**src/rtl/control_pkg.sv**
```systemverilog
// Shared encodings for the SPARC V8 teaching-core control unit: states, opcode fields,
// ALU pass codes, datapath select values, trap causes and the instruction dispatch helper.
package control_pkg;

  typedef enum logic [3:0] {
    S_RESET, S_FETCH0, S_FETCH1, S_FETCH2, S_DECODE,
    S_ALU, S_SETHI, S_BRANCH,
    S_LD0, S_LD1, S_LD2,
    S_ST0, S_ST1, S_ST2,
    S_TRAP
  } state_t;

  localparam logic [1:0] OP_FMT2 = 2'b00;
  localparam logic [1:0] OP_CALL = 2'b01;
  localparam logic [1:0] OP_ALU  = 2'b10;
  localparam logic [1:0] OP_MEM  = 2'b11;

  localparam logic [2:0] OP2_SETHI = 3'b100;
  localparam logic [2:0] OP2_BICC  = 3'b010;
  localparam logic [5:0] OP3_LD    = 6'b000000;
  localparam logic [5:0] OP3_ST    = 6'b000100;

  localparam logic [5:0] ADD   = 6'b000000;
  localparam logic [5:0] PASSA = 6'b101110;
  localparam logic [5:0] PASSB = 6'b101111;

  localparam logic [1:0] EXT_SIMM13 = 2'b00;
  localparam logic [1:0] EXT_DISP22 = 2'b01;
  localparam logic [1:0] EXT_DISP30 = 2'b10;
  localparam logic [1:0] EXT_IMM22  = 2'b11;

  localparam logic [1:0] ALUA_PA  = 2'b00;
  localparam logic [1:0] ALUA_PC  = 2'b01;
  localparam logic [1:0] ALUA_NPC = 2'b10;

  localparam logic [1:0] ALUB_PB   = 2'b00;
  localparam logic [1:0] ALUB_EXT  = 2'b01;
  localparam logic [1:0] ALUB_MDR  = 2'b10;
  localparam logic [1:0] ALUB_ZERO = 2'b11;

  localparam logic [1:0] NPC_SEQ    = 2'b00;
  localparam logic [1:0] NPC_BRANCH = 2'b01;

  localparam logic [1:0] TRAP_NONE        = 2'b00;
  localparam logic [1:0] TRAP_ILLEGAL     = 2'b01;
  localparam logic [1:0] TRAP_MEM_TIMEOUT = 2'b10;

  // CALL and every unsupported encoding fall through to the illegal-instruction trap.
  function automatic state_t decode_next(input logic [31:0] ir);
    state_t nxt;
    nxt = S_TRAP;
    case (ir[31:30])
      OP_ALU:  if (!ir[24]) nxt = S_ALU;
      OP_FMT2: begin
        if (ir[24:22] == OP2_SETHI)     nxt = S_SETHI;
        else if (ir[24:22] == OP2_BICC) nxt = S_BRANCH;
      end
      OP_MEM: begin
        if (ir[24:19] == OP3_LD)      nxt = S_LD0;
        else if (ir[24:19] == OP3_ST) nxt = S_ST0;
      end
      default: nxt = S_TRAP;
    endcase
    return nxt;
  endfunction

endpackage

```
**src/rtl/branch_cond_eval.sv**
```systemverilog
// Evaluates a Bicc condition field against the PSR icc flags {N,Z,V,C}.
// Purely combinational, zero latency; no flow control.
module branch_cond_eval
  import control_pkg::*;
(
  input  logic [3:0] cond,
  input  logic [3:0] icc,
  output logic       taken
);
  logic n, z, v, c;
  assign {n, z, v, c} = icc;

  always_comb begin
    taken = 1'b0;
    case (cond)
      4'b1000: taken = 1'b1;
      4'b0000: taken = 1'b0;
      4'b1001: taken = !z;
      4'b0001: taken = z;
      4'b1010: taken = !(z | (n ^ v));
      4'b0010: taken = z | (n ^ v);
      4'b1011: taken = !(n ^ v);
      4'b0011: taken = n ^ v;
      4'b1100: taken = !(c | z);
      4'b0100: taken = c | z;
      4'b1101: taken = !c;
      4'b0101: taken = c;
      4'b1110: taken = !n;
      4'b0110: taken = n;
      4'b1111: taken = !v;
      4'b0111: taken = v;
      default: taken = 1'b0;
    endcase
  end
endmodule

```
**src/rtl/control_unit.sv**
```systemverilog
// FSM sequencer driving every datapath enable/select; 5 cycles for ALU/SETHI/Bicc, 7 for LD/ST.
// Stalls in FETCH1/LD1/ST2 until MFC, trapping after MFC_TIMEOUT idle wait cycles.
module control_unit
  import control_pkg::*;
#(
  parameter int MFC_TIMEOUT = 15
) (
  input  logic        Clk,
  input  logic        Clr,
  input  logic [31:0] IR_Out,
  input  logic        MFC,
  input  logic [3:0]  icc,
  output logic        NPC_enable,
  output logic        PC_enable,
  output logic        IR_Enable,
  output logic        MDR_Enable,
  output logic        MAR_Enable,
  output logic        file_enable,
  output logic        PSR_Enable,
  output logic        RAM_enable,
  output logic        RAM_OpCode,
  output logic [1:0]  extender_select,
  output logic        MDR_Mux_select,
  output logic [1:0]  ALUA_Mux_select,
  output logic [1:0]  ALUB_Mux_select,
  output logic        RB_sel,
  output logic [1:0]  NPC_sel,
  output logic [5:0]  ALU_op,
  output logic        trap,
  output logic [1:0]  trap_type
);
  localparam int CW = $clog2(MFC_TIMEOUT + 1);
  localparam logic [CW-1:0] WAIT_LAST = CW'(MFC_TIMEOUT - 1);

  state_t        state;
  state_t        wait_exit;
  logic [CW-1:0] wait_cnt;
  logic [1:0]    trap_type_q;
  logic          br_taken;
  logic          wait_expired;
  wire           unused_ir = &{1'b0, IR_Out[29], IR_Out[18:14], IR_Out[12:0]};

  branch_cond_eval u_bcond (
    .cond  (IR_Out[28:25]),
    .icc   (icc),
    .taken (br_taken)
  );

  // This idle cycle is the one that brings the count up to MFC_TIMEOUT.
  assign wait_expired = (wait_cnt == WAIT_LAST);

  always_comb begin
    wait_exit = S_FETCH0;
    case (state)
      S_FETCH1: wait_exit = S_FETCH2;
      S_LD1:    wait_exit = S_LD2;
      default:  wait_exit = S_FETCH0;
    endcase
  end

  always_ff @(posedge Clk or negedge Clr) begin
    if (!Clr) begin
      state       <= S_RESET;
      wait_cnt    <= '0;
      trap_type_q <= TRAP_NONE;
    end else begin
      case (state)
        S_FETCH1, S_LD1, S_ST2: begin
          if (MFC) begin
            state <= wait_exit;
          end else if (wait_expired) begin
            state       <= S_TRAP;
            trap_type_q <= TRAP_MEM_TIMEOUT;
          end else begin
            wait_cnt <= wait_cnt + 1'b1;
          end
        end
        default: begin
          wait_cnt <= '0;
          case (state)
            S_RESET:  state <= S_FETCH0;
            S_FETCH0: state <= S_FETCH1;
            S_FETCH2: state <= S_DECODE;
            S_DECODE: begin
              state <= decode_next(IR_Out);
              if (decode_next(IR_Out) == S_TRAP) trap_type_q <= TRAP_ILLEGAL;
            end
            S_LD0:    state <= S_LD1;
            S_ST0:    state <= S_ST1;
            S_ST1:    state <= S_ST2;
            S_TRAP:   state <= S_TRAP;
            default:  state <= S_FETCH0;
          endcase
        end
      endcase
    end
  end

  always_comb begin
    NPC_enable      = 1'b0;
    PC_enable       = 1'b0;
    IR_Enable       = 1'b0;
    MDR_Enable      = 1'b0;
    MAR_Enable      = 1'b0;
    file_enable     = 1'b0;
    PSR_Enable      = 1'b0;
    RAM_enable      = 1'b0;
    RAM_OpCode      = 1'b0;
    extender_select = EXT_SIMM13;
    MDR_Mux_select  = 1'b0;
    ALUA_Mux_select = ALUA_PA;
    ALUB_Mux_select = ALUB_PB;
    RB_sel          = 1'b0;
    NPC_sel         = NPC_SEQ;
    ALU_op          = ADD;
    trap            = 1'b0;
    trap_type       = trap_type_q;
    case (state)
      S_FETCH0: begin
        ALUA_Mux_select = ALUA_PC;
        ALU_op          = PASSA;
        MAR_Enable      = 1'b1;
      end
      S_FETCH1: begin
        RAM_enable = 1'b1;
        RAM_OpCode = 1'b1;
        IR_Enable  = MFC;
      end
      S_FETCH2: begin
        PC_enable  = 1'b1;
        NPC_enable = 1'b1;
      end
      S_ALU: begin
        ALU_op          = IR_Out[24:19];
        ALUB_Mux_select = IR_Out[13] ? ALUB_EXT : ALUB_PB;
        file_enable     = 1'b1;
        PSR_Enable      = IR_Out[23];
      end
      S_SETHI: begin
        extender_select = EXT_IMM22;
        ALUB_Mux_select = ALUB_EXT;
        ALU_op          = PASSB;
        file_enable     = 1'b1;
      end
      S_BRANCH: begin
        extender_select = EXT_DISP22;
        NPC_enable      = br_taken;
        NPC_sel         = br_taken ? NPC_BRANCH : NPC_SEQ;
      end
      S_LD0, S_ST0: begin
        ALUB_Mux_select = IR_Out[13] ? ALUB_EXT : ALUB_PB;
        MAR_Enable      = 1'b1;
      end
      S_LD1: begin
        RAM_enable     = 1'b1;
        RAM_OpCode     = 1'b1;
        MDR_Mux_select = 1'b1;
        MDR_Enable     = MFC;
      end
      S_LD2: begin
        ALUB_Mux_select = ALUB_MDR;
        ALU_op          = PASSB;
        file_enable     = 1'b1;
      end
      S_ST1: begin
        RB_sel     = 1'b1;
        ALU_op     = PASSB;
        MDR_Enable = 1'b1;
      end
      S_ST2:   RAM_enable = 1'b1;
      S_TRAP:  trap = 1'b1;
      default: ;
    endcase
  end
endmodule

```
**config.mk**
```make
export PLATFORM = sky130hd
export DESIGN_NAME = control_unit
export DESIGN_NICKNAME = d
export VERILOG_FILES = /design/src/rtl/control_pkg.sv /design/src/rtl/branch_cond_eval.sv /design/src/rtl/control_unit.sv
export SDC_FILE = /design/constraint.sdc
export NUM_CORES = 1
export LEC_CHECK = 0
export CORE_MARGIN = 2
export CORE_UTILIZATION = 42
export DETAILED_ROUTE_END_ITERATION = 10
export GPL_TIMING_DRIVEN = 0
export PLACE_DENSITY = 0.92
export SLEW_MARGIN = 20
export SYNTH_ARGS = -nofsm -noshare
export SYNTH_HDL_FRONTEND = slang
export SYNTH_HIERARCHICAL = 1
export SYNTH_SLANG_ARGS = --single-unit
```
**constraint.sdc**
```tcl
create_clock -name Clk -period 4.3 [get_ports Clk]
set_input_delay 1.075 -clock Clk [delete_from_list [all_inputs] [get_ports Clk]]
set_output_delay 1.075 -clock Clk [all_outputs]
set_load 0.005 [all_outputs]
```
# Yosys cells after proc, flatten, opt, wreduce, memory -nomap -nowiden
# Cells that the tools add are included.
dict set report classes {
  n_mux 41
  add_sub_neg 1
  bitwise_logic 3
  n_eq_ne 40
  n_reduce_logical 20
}
# cell count
set op_table {}
lappend op_table {{$eq 4x4->1 const B} 17}
lappend op_table {{$mux 4} 11}
lappend op_table {{$eq 4x3->1 const B} 8}
lappend op_table {{$pmux 4 s7} 1}
lappend op_table {{$pmux 6 s3} 1}
lappend op_table {{$eq 4x2->1 const B} 4}
lappend op_table {{$pmux 1 s16} 1}
lappend op_table {{$reduce_or 3->1} 5}
lappend op_table {{$mux 1} 14}
lappend op_table {{$pmux 4 s3} 1}
lappend op_table {{$mux 2} 5}
lappend op_table {{$eq 4x1->1 const B} 2}
lappend op_table {{$pmux 4 s2} 1}
lappend op_table {{$logic_not 1->1} 7}
lappend op_table {{$eq 6x3->1 const B} 1}
lappend op_table {{$logic_not 6->1} 1}
lappend op_table {{$mux 3} 2}
lappend op_table {{$pmux 2 s3} 1}
lappend op_table {{$add 4x1->4 const B} 1}
lappend op_table {{$eq 2x2->1 const B} 2}
lappend op_table {{$logic_not 4->1} 1}
lappend op_table {{$ne 2x2->1 const B} 2}
lappend op_table {{$pmux 1 s2} 2}
lappend op_table {{$pmux 2 s2} 1}
lappend op_table {{11 further kinds} 13}
dict set report totals {
  output_inout_bits 28
  regBits 10
  word_cells 108
  in_bits 39
}

# Logic depth before layout (Yosys ltp)
# Gate-level depths: netlist of run 1.
dict set report logic_depth {
  word_depth 10
  depth_mapped 8
  ltp_nobuf 7
}

# By module
# Netlist of run 1, hierarchy kept.
# mod n_inst cells_per_inst seq_area_each_um2 area_each_um2
set by_module_without_submodules {}
lappend by_module_without_submodules {control_unit 1 143 250.2 1072.3}
lappend by_module_without_submodules {branch_cond_eval 1 22 0.0 176.4}

# Least setup slack after synthesis of run 1
# Ideal clock, no wire load.
dict set report synth_timing {
  path_kind {input port to output port}
  startpoint {input port IR_Out[25]}
  endpoint {output port NPC_enable}
  path_buffers 1
  path_slack_ns 0.895
  arrival_ns 2.330
  cell_stages 8
  required_ns 3.225
  cell_sequence {buf_6 > mux2i_1 > a22o_1 > a22o_1 > a221o_1 > nand2_1 > nor2_1 > or2_2}
}
dict set report synth_via {
  elab_chain_cells 3
  elab_cells_between_ends 18
  cone_classes {eq/ne (15); mux (2); reduce/logical (1)}
}
# item line
set synth_lines {}
lappend synth_lines {{start, declared} control_unit.sv:10} ;# input logic [31:0] IR_Out,
lappend synth_lines {{$eq 4x3->1 (tied with other cells)} branch_cond_eval.sv:15} ;# case (cond)
lappend synth_lines {{$pmux 1 s16 *} branch_cond_eval.sv:15}
lappend synth_lines {{net br_taken} control_unit.sv:39} ;# logic br_taken;
lappend synth_lines {{$pmux 1 s2 *} control_unit.sv:118} ;# case (state)
lappend synth_lines {{end, declared} control_unit.sv:13} ;# output logic NPC_enable,
# The timed path passes the listed nets; every way through them passes the cells marked *.

# Worst setup path after layout of run 1
dict set report layout_timing {
  startpoint {input port IR_Out[28]}
  endpoint {output port NPC_enable}
}
# The elaborated chain is that of the path after synthesis.

==> out/results.ini, run 1 <==
[synth]
synth_fa_ha_area_share_pct=2.00
yosysMostFrequentCell=nor2_1
yosysSeqAreaShare_pct=20.0
netlist_top_cells_count=nor2_1 (20), nor2b_1 (11), dfrtp_1 (10), o21ai_0 (10), nand2b_1 (8)
ys_types=52
synthMuxAreaShare_pct=3.31
yosysTopAreaCellShare_pct=20.0
synth_xor_xnor_area_share_pct=4.21
netlist_area_um2=1250
synth_enable_flop_cells=0
synth_largest_area_cell=dfrtp_1
ys_warn_count=6
synth_cells=165
synthFlopType=dfrtp_1
synth-seq-cells=10
avgSynthCellArea_um2=7.57
synth_top_family_by_area=simple AND/OR/NAND/NOR gates
synth-compound-area-share_pct=27.7
synthSimpleGateAreaFrac_pct=35.1
async_flop_share_pct=100
synth.area.top_cells=dfrtp_1 (20%), nor2_1 (6.0%), nor2b_1 (5.5%), nand2b_1 (4.0%), o21ai_0 (4.0%)

[die]
die_area_um2=3430
io_pins=67
coreArea_um2=2780
initial_core_util_pct=44.9
die_x_um=58.5
die_y_um=58.5
num_rows=19

[worst_setup_path]
cp-end-kind=output port
worstPathCellList=dlygate4sd2_1, xnor2_1, mux2i_1, a22o_1, a221o_1, nand2_1, nor2_1, or2_2, clkdlybuf4s50_1
cp_slowest_stage_delay_ns=0.44
slowest_stage=clkdlybuf4s50_1
cp_num_cells=9
cp.arrival_ns=3.09
crit_path_start_kind=input pin
path_buf_inv=2
ff2ff_path_depth=6
crit_path_max_fanout=6
crit_required_ns=3.22
cpLargestDelayFamily=buffers and inverters
critPathKind=in -> out

[power]
p_per_area_nw_per_um2=538
ir_worst_vdd_mv=0.390
leakage_uw=0.000712

[sta]
fmax_mhz=240
fin_crit_sh_pct=96.9
worstMarginPinSlew_ns=0.567
finalSetupViolCount=0
relSlewSlack_pct=62.2
grt_setup_unrepaired=false
skew_ns=0.00201
min_period_ns=4.17
hold_viol_final=0
maxSlewViolCount=0

[placed_design]
place_area_um2=1730
dp.cells=241
port_buffers=44
finalWeightedCongestion=0.890
place_hpwl_um=2560

[grt]
use_met3_pct=3.52
antenna_found_initial=0
grt_use_met2_pct=31.6
top_usage_layer=met2
grt_pass1_wl_um=5360
grt_use_met1_pct=27.1
grt.overflow.total=0
grt_max_degree=11
grt_pass1_vias=1234
track_usage_pct=19.8

[worst_hold_path]
hp-class=reg -> reg
hold_path_depth=2

[route]
wl_per_cell_um=13.2
firstDrtPassIters=4
ant_nets=0
routed_via_density=5.67
num_vias=1390
first_iter_violations=48
drc=0
drt_wl_total_um=3230

[final_layout]
postLayoutCoreUtil_pct=63.4
drive_gt1_share_pct=10.3
finalNetCount=256
fin_area_um2=1760
fillers=239
final_cells=245
diodes=0
area_growth_pct=41.2

[clock_network]
clock_latency_ns=0.27
cts.sinks=10
cts_buffers=3
cts-root-buf=clkbuf_4
postCtsSetupBuffers=0
htree_levels=1
cts.path.max_buffers=2
path_clk_slew_ns=0.06
cts_tree=yes

[job]
drv_cap=0

[outcome]
status=finished, final reports clean

[state kept, by name (all words and copies together) (netlist names)]
register,cells
wait_cnt,4
trap_type,2
state,4
[tightest hold or removal path, delay by kind of cell (launching register included)]
kind / cells / cell delay, ns
and+or+nand+nor: 1 / 0.10
DFF: 1 / 0.39
AOI/OAI and AO/OA: 1 / 0.05
[path summary, 6_finish.rpt]
check | start | end | slack, ns
worst min register to register | trap_type[1]$_DFFE_PN0P_ | trap_type[1]$_DFFE_PN0P_ | 0.57
worst max register to register | state[0]$_DFFE_PN0P_ | trap_type[1]$_DFFE_PN0P_ | 2.36
worst max-delay path | IR_Out[28] | NPC_enable | 0.13
max in group asynchronous | Clr | state[3]$_DFFE_PN0P_ | 2.90
worst min-delay path | trap_type[1]$_DFFE_PN0P_ | trap_type[1]$_DFFE_PN0P_ | 0.57
min in group asynchronous | Clr | state[2]$_DFFE_PN0P_ | 1.11
[layout by cell type, fill, tap and decap left out, drive strengths merged, types with 3 or more instances in the layout]
| cell type | count |
|---|---|
| a21o | 4 |
| clkbuf | 10 |
| buf | 6 |
| nand3 | 3 |
| nor2b | 11 |
| dlygate4sd2 | 4 |
| clkdlybuf4s50 | 40 |
| nor3 | 5 |
| nand2b | 8 |
| inv | 6 |
| dfrtp | 10 |
| o22ai | 4 |
| a21oi | 7 |
| nor2 | 21 |
| xor2 | 3 |
| or4b | 4 |
| a31oi | 3 |
| nand2 | 7 |
| mux2i | 3 |
| a22o | 3 |
| o21ai | 10 |
| xnor2 | 3 |
| a211oi | 3 |
[report_power, final]
| part | switching, µW | internal, µW |
|---|---|---|
| Sequential | 21.4 | 126 |
| Combinational | 347 | 371 |
| Clock | 32.5 | 51.5 |
[kinds of logic after synthesis]
logic type / after synthesis
and+or+nand+nor: 76
AOI/OAI and AO/OA: 48
DFF: 10
buffers and inverters: 18
muxes: 4
other: 1
adders and majority gates: 2
xor gates and xnor gates: 6
[layout make-up]
class	count	area [µm²]	area share (%)
Inverter	6	22.5	1.28
Timing Repair Buffer	44	435	24.7
Multi-Input combinational cell	138	910	51.6
Sequential cell	10	250	14.2
Clock buffer	4	36.3	2.06
Buffer	12	70.1	3.97
Tap cell	31	38.8	2.20
[per-layer routing]
metal	wire, µm	vias up
met4	33	0
li1	-	691
met2	1520	50
met3	204	4
met1	1470	645
met5	0	-
[through the flow]
stage / total power (µW) / setup TNS (ns) / hold slack, ns / worst slack (ns)
finish: 949 / 0 / 0.574 / 0.132
global route: 1030 / 0 / 0.600 / 0.0412
CTS: 951 / 0 / 0.566 / 0.161
detailed placement: 863 / -0.0783 / 0.557 / -0.0783
global placement: 848 / -0.0529 / 0.564 / -0.0529
floorplan: 560 / 0 / 0.539 / 0.895
[repair_timing]
| item | CTS | global route |
|---|---|---|
| hold buffers | 0 | 0 |
| hold endpoints to repair | 0 | 0 |
| setup endpoints to repair | 1 | 0 |
| resized for setup | 4 | 0 |
(Power assumes the default switching activity.)
==> inputs of run 2 (changes only) <==
--- a/config.mk
+++ b/config.mk
@@ -5,11 +5,12 @@
 export SDC_FILE = /design/constraint.sdc
 export NUM_CORES = 1
 export LEC_CHECK = 0
+export ABC_AREA = 1
 export CORE_MARGIN = 2
 export CORE_UTILIZATION = 42
 export DETAILED_ROUTE_END_ITERATION = 10
 export GPL_TIMING_DRIVEN = 0
-export PLACE_DENSITY = 0.92
+export PLACE_DENSITY = 0.93
 export SLEW_MARGIN = 20
 export SYNTH_ARGS = -nofsm -noshare
 export SYNTH_HDL_FRONTEND = slang
==> out/results.ini, run 2 <==
[outcome]
status=finished, final reports clean

[worst_setup_path]
worstPathCellList=clkdlybuf4s50_1, inv_2, nand2_1, nand3_2, nand2_1, nand2_1, nor2_1, nand3_1, nor3b_1, or2_2, clkdlybuf4s50_1
path_buf_inv=3
cp.arrival_ns=2.97
crit_path_max_fanout=4
ff2ff_path_depth=8
r2r_start=state[2]$_DFFE_PN0P_
r2r_end=trap_type[0]$_DFFE_PN0P_
crit_path_start_kind=input pin
cpLargestDelayFamily=buffers and inverters
r2r_slack_ns=2.83
critPathKind=in -> out
crit_end=NPC_enable
crit_required_ns=3.22
crit_start=icc[3]
crit_top_cell=nand2_1
slowest_stage=clkdlybuf4s50_1
cp_num_cells=11
cp_slowest_stage_delay_ns=0.54
cp-end-kind=output port

[worst_hold_path]
hp-class=reg -> reg

[synth]
ys_types=29
yosysMostFrequentCell=nand2_1
avgSynthCellArea_um2=5.63
synth_xor_xnor_area_share_pct=1.45
synthMuxAreaShare_pct=0
synth-seq-cells=10
netlist_top_cells_count=nand2_1 (74), inv_1 (34), nor2_1 (31)
yosysTopAreaCellShare_pct=23.1
synthSimpleGateAreaFrac_pct=53.6
synth_enable_flop_cells=0
synth-compound-area-share_pct=7.68
netlist_area_um2=1200
async_flop_share_pct=100
ys_warn_count=6
synth_top_family_by_area=simple AND/OR/NAND/NOR gates
synth_fa_ha_area_share_pct=2.08
yosysSeqAreaShare_pct=20.8
synth.area.top_cells=nand2_1 (23%), dfrtp_1 (21%), inv_1 (11%), nor2_1 (9.7%), nand3_1 (8.3%)
synth_cells=214
synthFlopType=dfrtp_1
synth_largest_area_cell=nand2_1

[route]
firstDrtPassIters=4
first_iter_violations=41
num_vias=1415
wl_met1_um=1260
routed_via_density=4.80
wl_per_cell_um=9.95
ant_nets=0
drt_wl_total_um=2940
top_layer=met4
routed-wl-met2_um=1480
drc=0
route.met3.wl_um=191

[clock_network]
postCtsSetupBuffers=0
cts.sinks=10
clock_latency_ns=0.26
cts-root-buf=clkbuf_4
cts.path.max_buffers=2
hold_buffers=0
cts_tree=yes
post_cts_resize_count=0
path_clk_slew_ns=0.06
htree_levels=1
cts_buffers=3

[sta]
grt_setup_unrepaired=false
hold_viol_final=0
fin_tns_setup_ns=0
maxSlewViolCount=0
skew_ns=0.00312
fmax_mhz=247
min_period_ns=4.04
finalSetupViolCount=0
fin_crit_sh_pct=94.0

[grt]
grt_pass1_vias=1255
grt_max_degree=11
track_usage_pct=17.9
grt.overflow.total=0
grt_pass1_wl_um=4940
antenna_found_initial=0

[die]
initial_core_util_pct=44.1
coreArea_um2=2730
die_area_um2=3310
die_y_um=57.6
num_rows=19
die_x_um=57.6
io_pins=67

[final_layout]
finalNetCount=306
diodes=0
final_common_cell=nand2_1
layout_common_cells=nand2_1 (74), clkdlybuf4s50_1 (45), inv_1 (34), nor2_1 (31), nand3_1 (20)
drive_gt1_share_pct=9.09
area_growth_pct=43.9

[placed_design]
port_buffers=45
finalWeightedCongestion=0.861
place_hpwl_um=2550

[power]
ir_worst_vdd_mv=0.462
fin_total_pwr_uw=846
p_per_area_nw_per_um2=488
leakage_uw=0.000953

[job]
drv_cap=0

run 2: worst register-to-register path: stages, from the launching register on:
cell and delay, ns:
dfrtp_1 0.46, nor2_1 0.28, nand2_4 0.13, nand2_8 0.11, nand2_4 0.06, a21oi_4 0.13, nand2_1 0.08, nand2_1 0.06
nand2_1 0.05
run 2: cell type report:
class | instances | area (µm²)
tap | 31 | 38.8
sequential | 10 | 250
fill | 262 | 1000
clock buffer | 4 | 36.3
inverter | 40 | 150
multi-input combinational | 162 | 788
timing repair buffer | 45 | 450
buffer | 3 | 20.0
run 2: worst min path at each step:
stage / startpoint / to / slack (ns) / cells past startpoint
detailed placement: trap_type[1]$_DFFE_PN0P_ / trap_type[1]$_DFFE_PN0P_ / 0.46 / 2
CTS: trap_type[1]$_DFFE_PN0P_ / trap_type[1]$_DFFE_PN0P_ / 0.48 / 2
global placement: trap_type[1]$_DFFE_PN0P_ / trap_type[1]$_DFFE_PN0P_ / 0.46 / 2
global route: trap_type[1]$_DFFE_PN0P_ / trap_type[1]$_DFFE_PN0P_ / 0.49 / 2
finish: trap_type[1]$_DFFE_PN0P_ / trap_type[1]$_DFFE_PN0P_ / 0.47 / 2
floorplan: trap_type[0]$_DFFE_PN0P_ / trap_type[0]$_DFFE_PN0P_ / 0.46 / 2
run 2: report_power, final:
group          switching [µW]  leakage [µW]  internal, µW
Clock                    30.5     0.0000210          51.3
Combinational             313      0.000802           296
Sequential               30.5      0.000131           124
run 2: logic make-up (layout without fill, tap and decap cells):
kind of cell	after synthesis	after routing
buffers and inverters	43	92
other	1	2
adder cells (fa/ha/maj)	2	2
AO/OA/AOI/OAI	15	15
AND/OR/NAND/NOR	141	141
flip-flops	10	10
XOR/XNOR	2	2
run 2: routing by layer:
layer	vias to the layer above	track usage, %
li1	756	-
met1	612	23.1
met2	45	31.7
met3	2	2.04
met4	0	4.32
met5	-	0
run 2: metrics by stage:
step | instances | hold WS, ns | cell area (µm²) | setup slack (ns) | util, %
after floorplan | 215 | 0.465 | 1210 | 1.33 | -
after CTS | 295 | 0.476 | 1730 | 0.258 | 63.4
after detailed placement | 291 | 0.460 | 1700 | 0.260 | 62.1
after global routing | 295 | 0.492 | 1730 | 0.121 | 63.4
final | 295 | 0.472 | 1730 | 0.259 | 63.4
after global placement | 291 | 0.460 | 1700 | 0.246 | 62.1
